### config.mk
export PLATFORM = sky130hd
export DESIGN_NAME = dmem_arbiter
export DESIGN_NICKNAME = d
export VERILOG_FILES = /design/src/rtl/dmem_arbiter.sv
export SDC_FILE = /design/constraint.sdc
export NUM_CORES = 1
export LEC_CHECK = 0
export ABC_AREA = 1
export CAP_MARGIN = 20
export CORE_ASPECT_RATIO = 1.5
export CORE_MARGIN = 4
export CORE_UTILIZATION = 34
export DETAILED_ROUTE_END_ITERATION = 8
export MAX_ROUTING_LAYER = met4
export PLACE_DENSITY_LB_ADDON = 0.05
export SLEW_MARGIN = 20
export SYNTH_ARGS = -nofsm -noshare
export SYNTH_HDL_FRONTEND = slang
export SYNTH_SLANG_ARGS = --single-unit
### constraint.sdc
create_clock -name clk -period 2.8 [get_ports clk]
set_input_delay 0.7 -clock clk [delete_from_list [all_inputs] [get_ports clk]]
set_output_delay 0.7 -clock clk [all_outputs]
set_load 0.03 [all_outputs]
### src/rtl/dmem_arbiter.sv
// Two-port (pipeline P / DMA D) arbiter in front of a single-port data memory, with
// D starvation protection, alignment checking and a registered response path.
// Optional grant/stall counters are enabled by defining DMEM_ARB_PERF_EN.
module dmem_arbiter #(
  parameter int unsigned ADDR_WIDTH   = 32,
  parameter int unsigned DATA_WIDTH   = 32,
  parameter int unsigned STARVE_LIMIT = 4
) (
  input  logic                  clk,
  input  logic                  rst,
  input  logic                  p_req,
  input  logic                  p_we,
  input  logic [ADDR_WIDTH-1:0] p_addr,
  input  logic [DATA_WIDTH-1:0] p_wdata,
  input  logic [1:0]            p_wtype,
  output logic                  p_gnt,
  output logic                  p_rvalid,
  output logic [DATA_WIDTH-1:0] p_rdata,
  output logic                  p_err,
  input  logic                  d_req,
  input  logic                  d_we,
  input  logic [ADDR_WIDTH-1:0] d_addr,
  input  logic [DATA_WIDTH-1:0] d_wdata,
  input  logic [1:0]            d_wtype,
  output logic                  d_gnt,
  output logic                  d_rvalid,
  output logic [DATA_WIDTH-1:0] d_rdata,
  output logic                  d_err,
  output logic                  mem_we,
  output logic [ADDR_WIDTH-1:0] mem_addr,
  output logic [DATA_WIDTH-1:0] mem_wdata,
  output logic [1:0]            mem_wtype,
`ifdef DMEM_ARB_PERF_EN
  output logic [31:0]           perf_p_grants,
  output logic [31:0]           perf_d_grants,
  output logic [31:0]           perf_d_stall,
`endif
  input  logic [DATA_WIDTH-1:0] mem_rdata
);

  localparam int unsigned CNT_W = 4;
  localparam logic [CNT_W-1:0] CNT_LAST = CNT_W'(STARVE_LIMIT - 1);
  localparam logic [1:0] WT_WORD = 2'b10;

  typedef enum logic [0:0] {PRI_P = 1'b0, PRI_D = 1'b1} state_t;

  state_t           state, state_nxt;
  logic [CNT_W-1:0] starve_cnt, starve_cnt_nxt;

  logic                  any_gnt;
  logic                  sel_we;
  logic [ADDR_WIDTH-1:0] sel_addr;
  logic [DATA_WIDTH-1:0] sel_wdata;
  logic [1:0]            sel_wtype;
  logic                  sel_err;

  function automatic logic misaligned(input logic [1:0] wtype, input logic [1:0] a);
    logic bad;
    case (wtype)
      2'b00:   bad = 1'b0;
      2'b01:   bad = a[0];
      2'b10:   bad = (a != 2'b00);
      default: bad = 1'b1;
    endcase
    return bad;
  endfunction

  // State register, holds priority state and starvation counter
  always_ff @(posedge clk or posedge rst) begin
    if (rst) begin
      state      <= PRI_P;
      starve_cnt <= '0;
    end else begin
      state      <= state_nxt;
      starve_cnt <= starve_cnt_nxt;
    end
  end

  // Next-state: D is forced ahead after STARVE_LIMIT consecutive denials
  always_comb begin
    state_nxt      = state;
    starve_cnt_nxt = '0;
    case (state)
      PRI_P: begin
        if (d_req && !d_gnt) begin
          if (starve_cnt == CNT_LAST) begin
            state_nxt = PRI_D;
          end else begin
            starve_cnt_nxt = starve_cnt + CNT_W'(1);
          end
        end
      end
      PRI_D: state_nxt = PRI_P;
      default: state_nxt = PRI_P;
    endcase
  end

  // Grant outputs from current priority
  always_comb begin
    p_gnt = 1'b0;
    d_gnt = 1'b0;
    case (state)
      PRI_P: begin
        if (p_req)      p_gnt = 1'b1;
        else if (d_req) d_gnt = 1'b1;
      end
      PRI_D: begin
        if (d_req)      d_gnt = 1'b1;
        else if (p_req) p_gnt = 1'b1;
      end
      default: begin
        p_gnt = 1'b0;
        d_gnt = 1'b0;
      end
    endcase
  end

  assign any_gnt   = p_gnt | d_gnt;
  assign sel_we    = d_gnt ? d_we    : p_we;
  assign sel_addr  = d_gnt ? d_addr  : p_addr;
  assign sel_wdata = d_gnt ? d_wdata : p_wdata;
  assign sel_wtype = d_gnt ? d_wtype : p_wtype;
  assign sel_err   = misaligned(sel_wtype, sel_addr[1:0]);

  // Memory drive; idle or errored accesses park the bus
  always_comb begin
    mem_we    = 1'b0;
    mem_addr  = '0;
    mem_wdata = '0;
    mem_wtype = WT_WORD;
    if (any_gnt && !sel_err) begin
      mem_we    = sel_we;
      mem_addr  = sel_addr;
      mem_wdata = sel_wdata;
      mem_wtype = sel_wtype;
    end
  end

  // One-cycle registered responses; rdata holds between loads
  always_ff @(posedge clk or posedge rst) begin
    if (rst) begin
      p_rvalid <= 1'b0;
      p_err    <= 1'b0;
      p_rdata  <= '0;
      d_rvalid <= 1'b0;
      d_err    <= 1'b0;
      d_rdata  <= '0;
    end else begin
      p_rvalid <= p_gnt;
      p_err    <= p_gnt & sel_err;
      d_rvalid <= d_gnt;
      d_err    <= d_gnt & sel_err;
      if (p_gnt) begin
        if (sel_err)    p_rdata <= '0;
        else if (!p_we) p_rdata <= mem_rdata;
      end
      if (d_gnt) begin
        if (sel_err)    d_rdata <= '0;
        else if (!d_we) d_rdata <= mem_rdata;
      end
    end
  end

`ifdef DMEM_ARB_PERF_EN
  // Saturating performance counters
  always_ff @(posedge clk or posedge rst) begin
    if (rst) begin
      perf_p_grants <= '0;
      perf_d_grants <= '0;
      perf_d_stall  <= '0;
    end else begin
      if (p_gnt && (perf_p_grants != 32'hFFFF_FFFF))
        perf_p_grants <= perf_p_grants + 32'd1;
      if (d_gnt && (perf_d_grants != 32'hFFFF_FFFF))
        perf_d_grants <= perf_d_grants + 32'd1;
      if (d_req && !d_gnt && (perf_d_stall != 32'hFFFF_FFFF))
        perf_d_stall <= perf_d_stall + 32'd1;
    end
  end
`endif

endmodule

==> impl_metrics.py, run 1 <==
metrics = {
    "final_layout": {
        "final_nets": 1245,
        "area_growth_pct": 91.8,
        "drive_gt1_share_pct": 19.6,
        "finalCoreUtilization_pct": 66.5,
    },
    "clock_network": {
        "cts_hold_buf": 0,
        "path_clk_slew_ns": 0.05,
        "numCtsBuffers": 9,
        "cts_tree": "done",
        "htreeDepth": 3,
        "cts.sink_count": 73,
        "root_buffer": "clkbuf_16",
        "clock_latency_ns": 0.33,
        "clock_path_buffers": 2,
    },
    "sta": {
        "tightest_slew_ns": 0.400,
        "post-route-period-util_pct": 98.9,
        "hold_viol": 0,
        "rsz0062_at_grt": "true",
        "fin_crit_ns": 2.77,
        "max_freq_mhz": 361,
        "drv_slew": 0,
        "fin_worst_skew_ns": 0.00834,
        "setup_viol": 0,
        "setup_tns_ns": 0,
        "maxSlewHeadroom_pct": 73.4,
    },
    "detailed_routing": {
        "wirelength_mm": 20.2,
        "vias": 5629,
        "drtPass1Iterations": 4,
        "drc": 0,
        "antenna_left": 0,
        "wl_per_cell_um": 16.2,
        "drt_iter0_drc": 137,
        "viasPerCell": 4.52,
    },
    "min_path": {
        "hold_path.class": "reg -> reg",
    },
    "global_routing": {
        "grtUsageTotal_pct": 25.6,
        "grt-ovfl-total": 0,
        "grt_pass1_wl_mm": 30.9,
        "grt_antenna_before_repair": 3,
        "grt_pass1_vias": 5753,
        "grt_max_degree": 47,
    },
    "pwr": {
        "powerDensity_nw_per_um2": 447,
        "power_frac_clock_pct": 32.7,
        "power_switching_mw": 1.29,
        "p_seq_share_pct": 29.1,
        "sw_frac_of_total_pct": 32.2,
        "p_leak_nw": 4.84,
        "vdd_ir_drop_max_uv": 340,
        "intPower_mw": 2.73,
        "combinationalPowerShare_pct": 38.2,
    },
    "floorplan": {
        "die_y_um": 152,
        "coreArea_um2": 13500,
        "fp.dieArea_um2": 15800,
        "ios": 307,
        "start_util_pct": 34.7,
        "rows": 52,
        "die_w_um": 104,
    },
    "worst_setup_path": {
        "slowest_delay_ns": 0.24,
        "cp_common_cell": "nand2_2",
        "worstSetupStartpointType": "input port",
        "crit_path_end_kind": "primary output",
        "crit_type": "in -> out",
        "cp.required_ns": 2.10,
        "arrival_ns": 2.07,
        "cp_max_fo": 8,
        "critPathSlowestCell": "dlygate4sd2_1",
        "path_delay_family": "buffers and inverters",
        "critPathBufInv": 6,
        "crit_path_cell_trace": "dlygate4sd2_1, inv_2, nand3_2, nand2_2, nand2_2, nand2_2, nand2_4, inv_6, nand2_8, buf_12, buf_12, nor2_4, buf_6",
    },
    "status": {
        "status": "completed",
    },
    "logic_synthesis": {
        "synthesis.instances": 749,
        "syn-cell-area_um2": 4690,
        "synth_seq_cells": 73,
        "ys_seq_area_share_pct": 38.9,
        "synth_nets": 920,
        "syn_area_per_cell_um2": 6.26,
        "synth_cell_types": 19,
        "synth_warnings": 0,
    },
    "job": {
        "maxCapViolCount": 0,
    },
    "placement": {
        "io_buffers": 306,
        "place_congestion": 0.862,
        "hpwlAfterDp_mm": 15.5,
    },
}
-- worst paths after layout --
check | endpoint | cells past startpoint | start | slack (ns)
worst max-delay path | mem_wdata[17] | 13 | p_wtype[1] | 0.03
worst min-delay path | starve_cnt[0] | 1 | starve_cnt[0] | 0.48
worst max register to register | p_rdata[24] | 13 | state | 0.73
worst min register to register | starve_cnt[0] | 1 | starve_cnt[0] | 0.48
max in group asynchronous | d_rdata[17] | 3 | rst | 1.60
min in group asynchronous | d_rdata[0] | 2 | rst | 0.65
-- synthesized netlist by cell type --
cell type  number  share of area [%]
inv_4           1               0.13
ha_1            1               0.27
nor2_2         41                5.5
xor2_1          1               0.19
nand2_2         4               0.53
nand2_4         2               0.48
dfrtp_1        73                 39
inv_1         115                9.2
buf_1           7               0.56
nand3b_1        1               0.16
nand3_1        73                7.8
nand2_1       330                 26
buf_6           6                1.4
clkbuf_1       11               0.88
xnor2_1         1               0.19
buf_4           6               0.96
buf_2          11                1.2
o21ai_0         1               0.11
nor2_1         64                5.1
-- worst register-to-register path, delay by kind of cell, from the launching register on --
family | cells | cell delay (ns)
buffers and inverters | 4 | 0.77
and+or+nand+nor | 9 | 0.79
DFF | 1 | 0.41
-- state kept, by name, summed over array words and instances (netlist names) --
| signal | count |
|---|---|
| d_err | 1 |
| state | 1 |
| p_err | 1 |
| p_rvalid | 1 |
| p_rdata | 32 |
| d_rdata | 32 |
| starve_cnt | 4 |
| d_rvalid | 1 |
-- cell type report --
cell class | instances | area, um^2
clock inverter | 6 | 113
clock buffer | 10 | 229
timing repair buffer | 354 | 3810
antenna | 3 | 7.51
tap | 162 | 203
multi-input combinational | 520 | 2370
inverter | 116 | 443
fill | 1218 | 4540
sequential | 73 | 1830
-- through the flow --
| step | setup slack, ns | power [mW] | instance area (um^2) | hold slack [ns] | std cells |
|---|---|---|---|---|---|
| CTS | 0.00708 | 4.02 | 8800 | 0.481 | 1235 |
| detailed placement | -0.438 | 2.63 | 8260 | 0.474 | 1213 |
| finish | 0.0301 | 4.02 | 9000 | 0.477 | 1244 |
| global route | -0.0447 | 4.20 | 9000 | 0.525 | 1244 |
| floorplan | 0.110 | 1.88 | 4690 | 0.430 | 749 |
| global placement | -0.418 | 2.62 | 8260 | 0.444 | 1213 |
-- cells by family (layout without fill, tap and decap cells) --
kind of cell	after synthesis	after routing	synth area share, %
XOR/XNOR	2	2	0.374
buffers and inverters	157	486	14.4
adder cells (fa/ha/maj)	1	1	0.267
AO/OA/AOI/OAI	1	1	0.107
flip-flops	73	73	38.9
AND/OR/NAND/NOR	515	516	46.0
other	0	3	0
-- cell usage in the layout (no fill, tap or decap), types with 2 or more instances in the layout --
cell type        netlist  final
nand3_1               73     67
clkbuf_16              0     11
nand2_2                4     10
buf_12                 0     33
clkdlybuf4s15_1        0      4
clkdlybuf4s50_1        0    227
nand2_1              330    319
inv_2                  0      9
dlymetal6s2s_1         0      2
bufinv_16              0      3
nor2_1                64     62
buf_6                  6      9
inv_1                115    105
nor2_4                 0      7
dlygate4sd2_1          0      2
nand2_8                0      3
inv_6                  0      3
nor2_2                41     36
buf_4                  6     71
buf_16                 0      4
diode_2                0      3
nand3_2                0      4
dfrtp_1               73     73
nand3_4                0      2
nand2_4                2      5
-- timing repair --
action / in CTS / in global routing
buffers inserted: 3 / 3
pin swaps: 10 / 21
cloned: 3 / 3
setup endpoints to repair: 67 / 52
gates resized for setup: 47 / 34
-- metal layers --
layer  vias to the layer above  GRT usage [%]  share of wire (%)
met4                         0           10.7                3.6
met3                        33           7.68                7.5
li1                       2842              -                  -
met5                         -              -                  0
met1                      2530           25.9                 35
met2                       224           45.8                 54
-- power groups by stage --
stage / combinational [mW] / clock (mW) / sequential [mW]
2_1_floorplan: 0.554 / 0 / 1.33
3_3_place_gp: 1.44 / 0 / 1.19
3_5_place_dp: 1.44 / 0 / 1.19
4_1_cts: 1.51 / 1.34 / 1.17
5_1_grt: 1.64 / 1.38 / 1.18
6_report: 1.54 / 1.32 / 1.17
Note: power is estimated with default switching activity, not from simulation.
==> run 2: changes to the inputs <==
Settings changed: CORE_UTILIZATION 34 to 37, RECOVER_POWER from default to 25.
==> impl_metrics.py, run 2 (synthesized netlist as in run 1, its figures left out) <==
metrics = {
    "status": {
        "status": "completed",
    },
    "clock_network": {
        "clock_latency_ns": 0.33,
        "path_clk_slew_ns": 0.06,
        "cts.sink_count": 73,
        "cts_tree": "done",
        "root_buffer": "clkbuf_16",
        "numCtsBuffers": 9,
        "htreeDepth": 3,
        "clock_path_buffers": 2,
    },
    "detailed_routing": {
        "antenna_left": 0,
        "vias": 5678,
        "drtPass1Iterations": 7,
        "drc": 0,
        "wl_per_cell_um": 16.5,
        "wirelength_mm": 20.3,
        "drt_iter0_drc": 142,
        "viasPerCell": 4.63,
    },
    "sta": {
        "drv_slew": 0,
        "max_freq_mhz": 362,
        "tightest_slew_ns": 0.792,
        "hold_viol": 0,
        "setup_viol": 0,
        "post-route-period-util_pct": 98.7,
        "fin_crit_ns": 2.76,
        "fin_worst_skew_ns": 0.00736,
        "timing.hold.ws_ns": 0.483,
        "maxSlewHeadroom_pct": 47.1,
    },
    "min_path": {
        "hold_path.class": "reg -> reg",
    },
    "final_layout": {
        "mostFrequentLayoutCells": "319 x nand2_1, 226 x clkdlybuf4s50_1, 109 x inv_1",
        "fillers": 1034,
        "final_cell_count_no_fill": 1226,
        "top_regs": "d_rdata (32), p_rdata (32), starve_cnt (4)",
        "final_common_cell": "nand2_1",
        "final_nets": 1235,
        "seqCellArea_um2": 1830,
        "finalCoreUtilization_pct": 72.0,
        "drive_gt1_share_pct": 20.1,
        "area_growth_pct": 91.0,
        "multi_input_area_um2": 2450,
    },
    "floorplan": {
        "rows": 50,
        "start_util_pct": 37.7,
        "fp.dieArea_um2": 14600,
        "die_y_um": 146,
        "die_w_um": 99.9,
        "coreArea_um2": 12400,
        "ios": 307,
    },
    "global_routing": {
        "grt_pass1_wl_mm": 30.6,
        "grt_max_degree": 46,
        "grt-ovfl-total": 0,
        "grt_antenna_before_repair": 1,
        "grtUsageTotal_pct": 27.9,
        "grt_pass1_vias": 5556,
    },
    "pwr": {
        "vdd_ir_drop_max_uv": 296,
        "sw_frac_of_total_pct": 33.9,
        "power.total_mw": 3.88,
        "power_frac_clock_pct": 29.8,
        "power_switching_mw": 1.31,
        "powerDensity_nw_per_um2": 433,
        "combinationalPowerShare_pct": 40.0,
        "intPower_mw": 2.57,
        "p_seq_share_pct": 30.2,
        "p_leak_nw": 4.77,
    },
    "worst_setup_path": {
        "cp_max_fo": 7,
        "cp.required_ns": 2.10,
        "critPathSlowestCell": "buf_4",
        "slowest_delay_ns": 0.17,
        "worstSetupStartpointType": "input port",
        "cp_common_cell": "nand2_2",
        "crit_path_end_kind": "primary output",
        "crit_type": "in -> out",
        "crit_path_cell_trace": "buf_4, nand2_4, nand3_2, nand2_2, nand2_2, nand2_2, nand2_4, inv_4, nand2_8, buf_12, buf_16, nor2_2, buf_4",
        "arrival_ns": 2.06,
    },
    "placement": {
        "dp_cells": 1197,
        "io_buffers": 306,
        "place_congestion": 0.937,
        "hpwlAfterDp_mm": 15.5,
    },
    "job": {
        "maxCapViolCount": 0,
    },
}
==> run 2: routing by layer <==
| metal | track usage, % | wire [um] | vias to the layer above |
|---|---|---|---|
| met5 | - | 0 | - |
| met4 | 7.79 | 487 | 0 |
| met3 | 7.10 | 1640 | 35 |
| met2 | 48.0 | 10500 | 246 |
| met1 | 31.8 | 7640 | 2581 |
| li1 | - | - | 2816 |
==> run 2: power by group through the flow <==
stage / Sequential [mW] / Combinational, mW / Clock [mW]
2_1_floorplan: 1.33 / 0.554 / 0
3_3_place_gp: 1.19 / 1.41 / 0
4_1_cts: 1.17 / 1.49 / 1.17
3_5_place_dp: 1.19 / 1.42 / 0
6_report: 1.17 / 1.55 / 1.16
5_1_grt: 1.18 / 1.65 / 1.22
==> run 2: through the flow <==
stage / area, um^2 / TNS, ns / setup WS (ns)
after floorplan: 4690 / 0 / 0.110
after global placement: 8190 / -20.44 / -0.356
after detailed placement: 8190 / -27.23 / -0.446
after CTS: 8670 / 0 / 0.00155
after global routing: 8960 / -1.07 / -0.0512
final: 8960 / 0 / 0.0364
==> run 2: path summary, 6_finish.rpt <==
| check | start | endpoint | slack, ns | cells past startpoint |
|---|---|---|---|---|
| max | d_req | mem_wdata[4] | 0.04 | 13 |
| min | starve_cnt[0] | starve_cnt[0] | 0.48 | 1 |
| max reg2reg | state | p_rdata[10] | 0.74 | 14 |
| min reg2reg | starve_cnt[0] | starve_cnt[0] | 0.48 | 1 |
| max in group asynchronous | rst | d_rdata[13] | 1.13 | 3 |
| min in group asynchronous | rst | p_rdata[6] | 0.96 | 2 |
==> run 2: final cells by class <==
| type | count | area share [%] |
|---|---|---|
| clock inverters | 6 | 0.726 |
| inverters | 116 | 4.89 |
| diodes | 1 | 0.0279 |
| clock buffers | 10 | 2.67 |
| well taps | 156 | 2.18 |
| flip-flops and latches | 73 | 20.4 |
| repair buffers | 345 | 41.8 |
| multi-input cells | 519 | 27.3 |
==> run 2: worst max-delay path, delay by kind of cell <==
kind          cells  cell delay, ns
buf+inv           5            0.71
simple gates      8            0.65
==> run 2: what timing repair did <==
item / 4_1_cts / 5_1_grt
endpoints found under the setup margin: 67 / 66
endpoints found under the hold margin: 0 / 0
gates resized for setup: 41 / 67
pin swaps: 6 / 19
setup buffers: 5 / 4
gates cloned: 2 / 1
hold buffers: 0 / 0
==> run 3: changes to the inputs <==
Settings changed: CORE_ASPECT_RATIO 1.5 to 0.7, CORE_UTILIZATION 37 to 30.
==> impl_metrics.py, run 3 (synthesized netlist as in run 1, its figures left out) <==
metrics = {
    "status": {
        "status": "completed",
    },
    "detailed_routing": {
        "drtPass1Iterations": 4,
        "viasPerCell": 4.31,
        "wl_per_cell_um": 15.5,
        "wirelength_mm": 19.7,
        "drc": 0,
        "vias": 5479,
        "drt_iter0_drc": 241,
        "antenna_left": 0,
    },
    "sta": {
        "drv_slew": 0,
        "timing.hold.ws_ns": 0.462,
        "max_freq_mhz": 367,
        "fin_crit_ns": 2.72,
        "post-route-period-util_pct": 97.2,
        "setup_viol": 0,
        "hold_viol": 0,
        "maxSlewHeadroom_pct": 58.6,
        "fin_worst_skew_ns": 0.00485,
        "tightest_slew_ns": 0.620,
        "rsz0062_at_grt": "true",
    },
    "pwr": {
        "power_switching_mw": 1.31,
        "power_frac_clock_pct": 31.4,
        "combinationalPowerShare_pct": 38.5,
        "p_seq_share_pct": 30.1,
        "powerDensity_nw_per_um2": 440,
        "intPower_mw": 2.59,
        "vdd_ir_drop_max_uv": 243,
        "p_leak_nw": 4.76,
        "sw_frac_of_total_pct": 33.5,
    },
    "floorplan": {
        "die_w_um": 157,
        "start_util_pct": 31.3,
        "coreArea_um2": 15000,
        "rows": 37,
        "fp.dieArea_um2": 17700,
        "ios": 307,
        "die_y_um": 113,
    },
    "final_layout": {
        "area_growth_pct": 88.6,
        "final_nets": 1243,
        "antennaDiodeCount": 0,
        "fillers": 1440,
        "mostFrequentLayoutCells": "319 x nand2_1, 227 x clkdlybuf4s50_1, 108 x inv_1",
        "finalCoreUtilization_pct": 59.0,
        "top_regs": "d_rdata (32), p_rdata (32), starve_cnt (4)",
        "final_common_cell": "nand2_1",
        "drive_gt1_share_pct": 20.1,
    },
    "placement": {
        "hpwlAfterDp_mm": 15.0,
        "io_buffers": 306,
        "place_congestion": 0.880,
    },
    "global_routing": {
        "grt-ovfl-total": 0,
        "grt_pass1_vias": 5447,
        "grt_max_degree": 35,
        "grtUsageTotal_pct": 22.4,
        "grt_pass1_wl_mm": 30.0,
        "grt_antenna_before_repair": 0,
    },
    "worst_setup_path": {
        "crit_type": "reg -> out",
        "crit_path_cell_trace": "inv_2, nand2_4, nand2_4, inv_4, nand2_2, nand2_2, nand2_2, nand2_4, inv_4, nand2_8, buf_8, buf_12, nor2_4, buf_6",
        "critPathBufInv": 6,
        "r2r-start": "state",
        "cp.required_ns": 2.10,
        "worstSetupStartpointType": "flip-flop",
        "cp_max_fo": 6,
        "critPathSlowestCell": "dfrtp_1",
        "rr_worst_depth": 13,
        "timing.rr.end": "p_rdata[1]",
        "path_delay_family": "buffers and inverters",
        "slowest_delay_ns": 0.41,
        "crit_path_end_kind": "primary output",
        "arrival_ns": 2.02,
        "r2r_slack_ns": 0.88,
    },
    "clock_network": {
        "numCtsBuffers": 9,
        "clock_latency_ns": 0.33,
        "path_clk_slew_ns": 0.06,
        "root_buffer": "clkbuf_16",
        "cts.sink_count": 73,
        "clock_path_buffers": 2,
        "cts_tree": "done",
        "cts_hold_buf": 0,
        "htreeDepth": 3,
    },
    "min_path": {
        "hold_path.class": "reg -> reg",
        "hold_end": "starve_cnt[0]",
        "hp-start": "starve_cnt[0]",
        "hold_path_depth": 1,
    },
    "job": {
        "maxCapViolCount": 0,
    },
}
run 3: cell types whose count changed in the layout (fill, tap and decap cells not counted), moves of 3 or more:
cell | previous run | this run
buf_12 | 35 | 11
buf_4 | 59 | 69
buf_6 | 11 | 34
nor2_1 | 45 | 55
nor2_2 | 37 | 24
nor2_4 | 23 | 26
run 3: worst max path at each step:
stage	start	end	slack [ns]	cells after the start
floorplan	p_req	mem_addr[10]	0.11	11
global placement	d_req	mem_addr[31]	-0.33	12
detailed placement	d_req	mem_addr[8]	-0.39	12
CTS	p_wtype[0]	mem_addr[6]	-0.006	10
global route	state	mem_addr[30]	-0.03	14
finish	state	mem_wdata[29]	0.08	14
run 3: layer usage:
layer | vias to the layer above | global-route usage (%) | wire, um | share of wire [%]
met4 | 0 | 4.07 | 256 | 1.3
li1 | 2833 | - | - | -
met3 | 21 | 6.36 | 1400 | 7.1
met1 | 2446 | 28.7 | 8540 | 43
met5 | - | - | 0 | 0
met2 | 179 | 35.8 | 9540 | 48
run 3: timing repair:
item / in CTS / in global routing
cloned: 3 / 0
setup buffers: 4 / 4
gates resized for setup: 58 / 76
pin swaps: 6 / 21
endpoints found under the setup margin: 67 / 59
run 3: layout make-up:
type	instances	area [um^2]	area share, %
clock buffer	9	225	2.55
clock inverter	7	95.1	1.07
timing repair buffer	353	3570	40.4
inverter	116	443	5.01
sequential	73	1830	20.6
multi-input combinational	519	2440	27.6
tap	195	244	2.76
run 3: metrics by stage:
stage	instance area, um^2	setup WS (ns)	setup TNS [ns]	instances	power (mW)
floorplan	4690	0.110	0	749	1.88
global placement	7980	-0.326	-19.80	1245	2.55
detailed placement	7980	-0.385	-27.20	1245	2.55
CTS	8580	-0.00574	-0.0173	1268	3.87
global route	8850	-0.0275	-0.344	1272	4.08
finish	8850	0.0783	0	1272	3.89
run 3: power by group through the flow:
stage / sequential, mW / combinational (mW) / clock, mW
2_1_floorplan: 1.33 / 0.554 / 0
5_1_grt: 1.18 / 1.61 / 1.29
6_report: 1.17 / 1.50 / 1.22
3_3_place_gp: 1.19 / 1.36 / 0
4_1_cts: 1.17 / 1.45 / 1.25
3_5_place_dp: 1.19 / 1.36 / 0
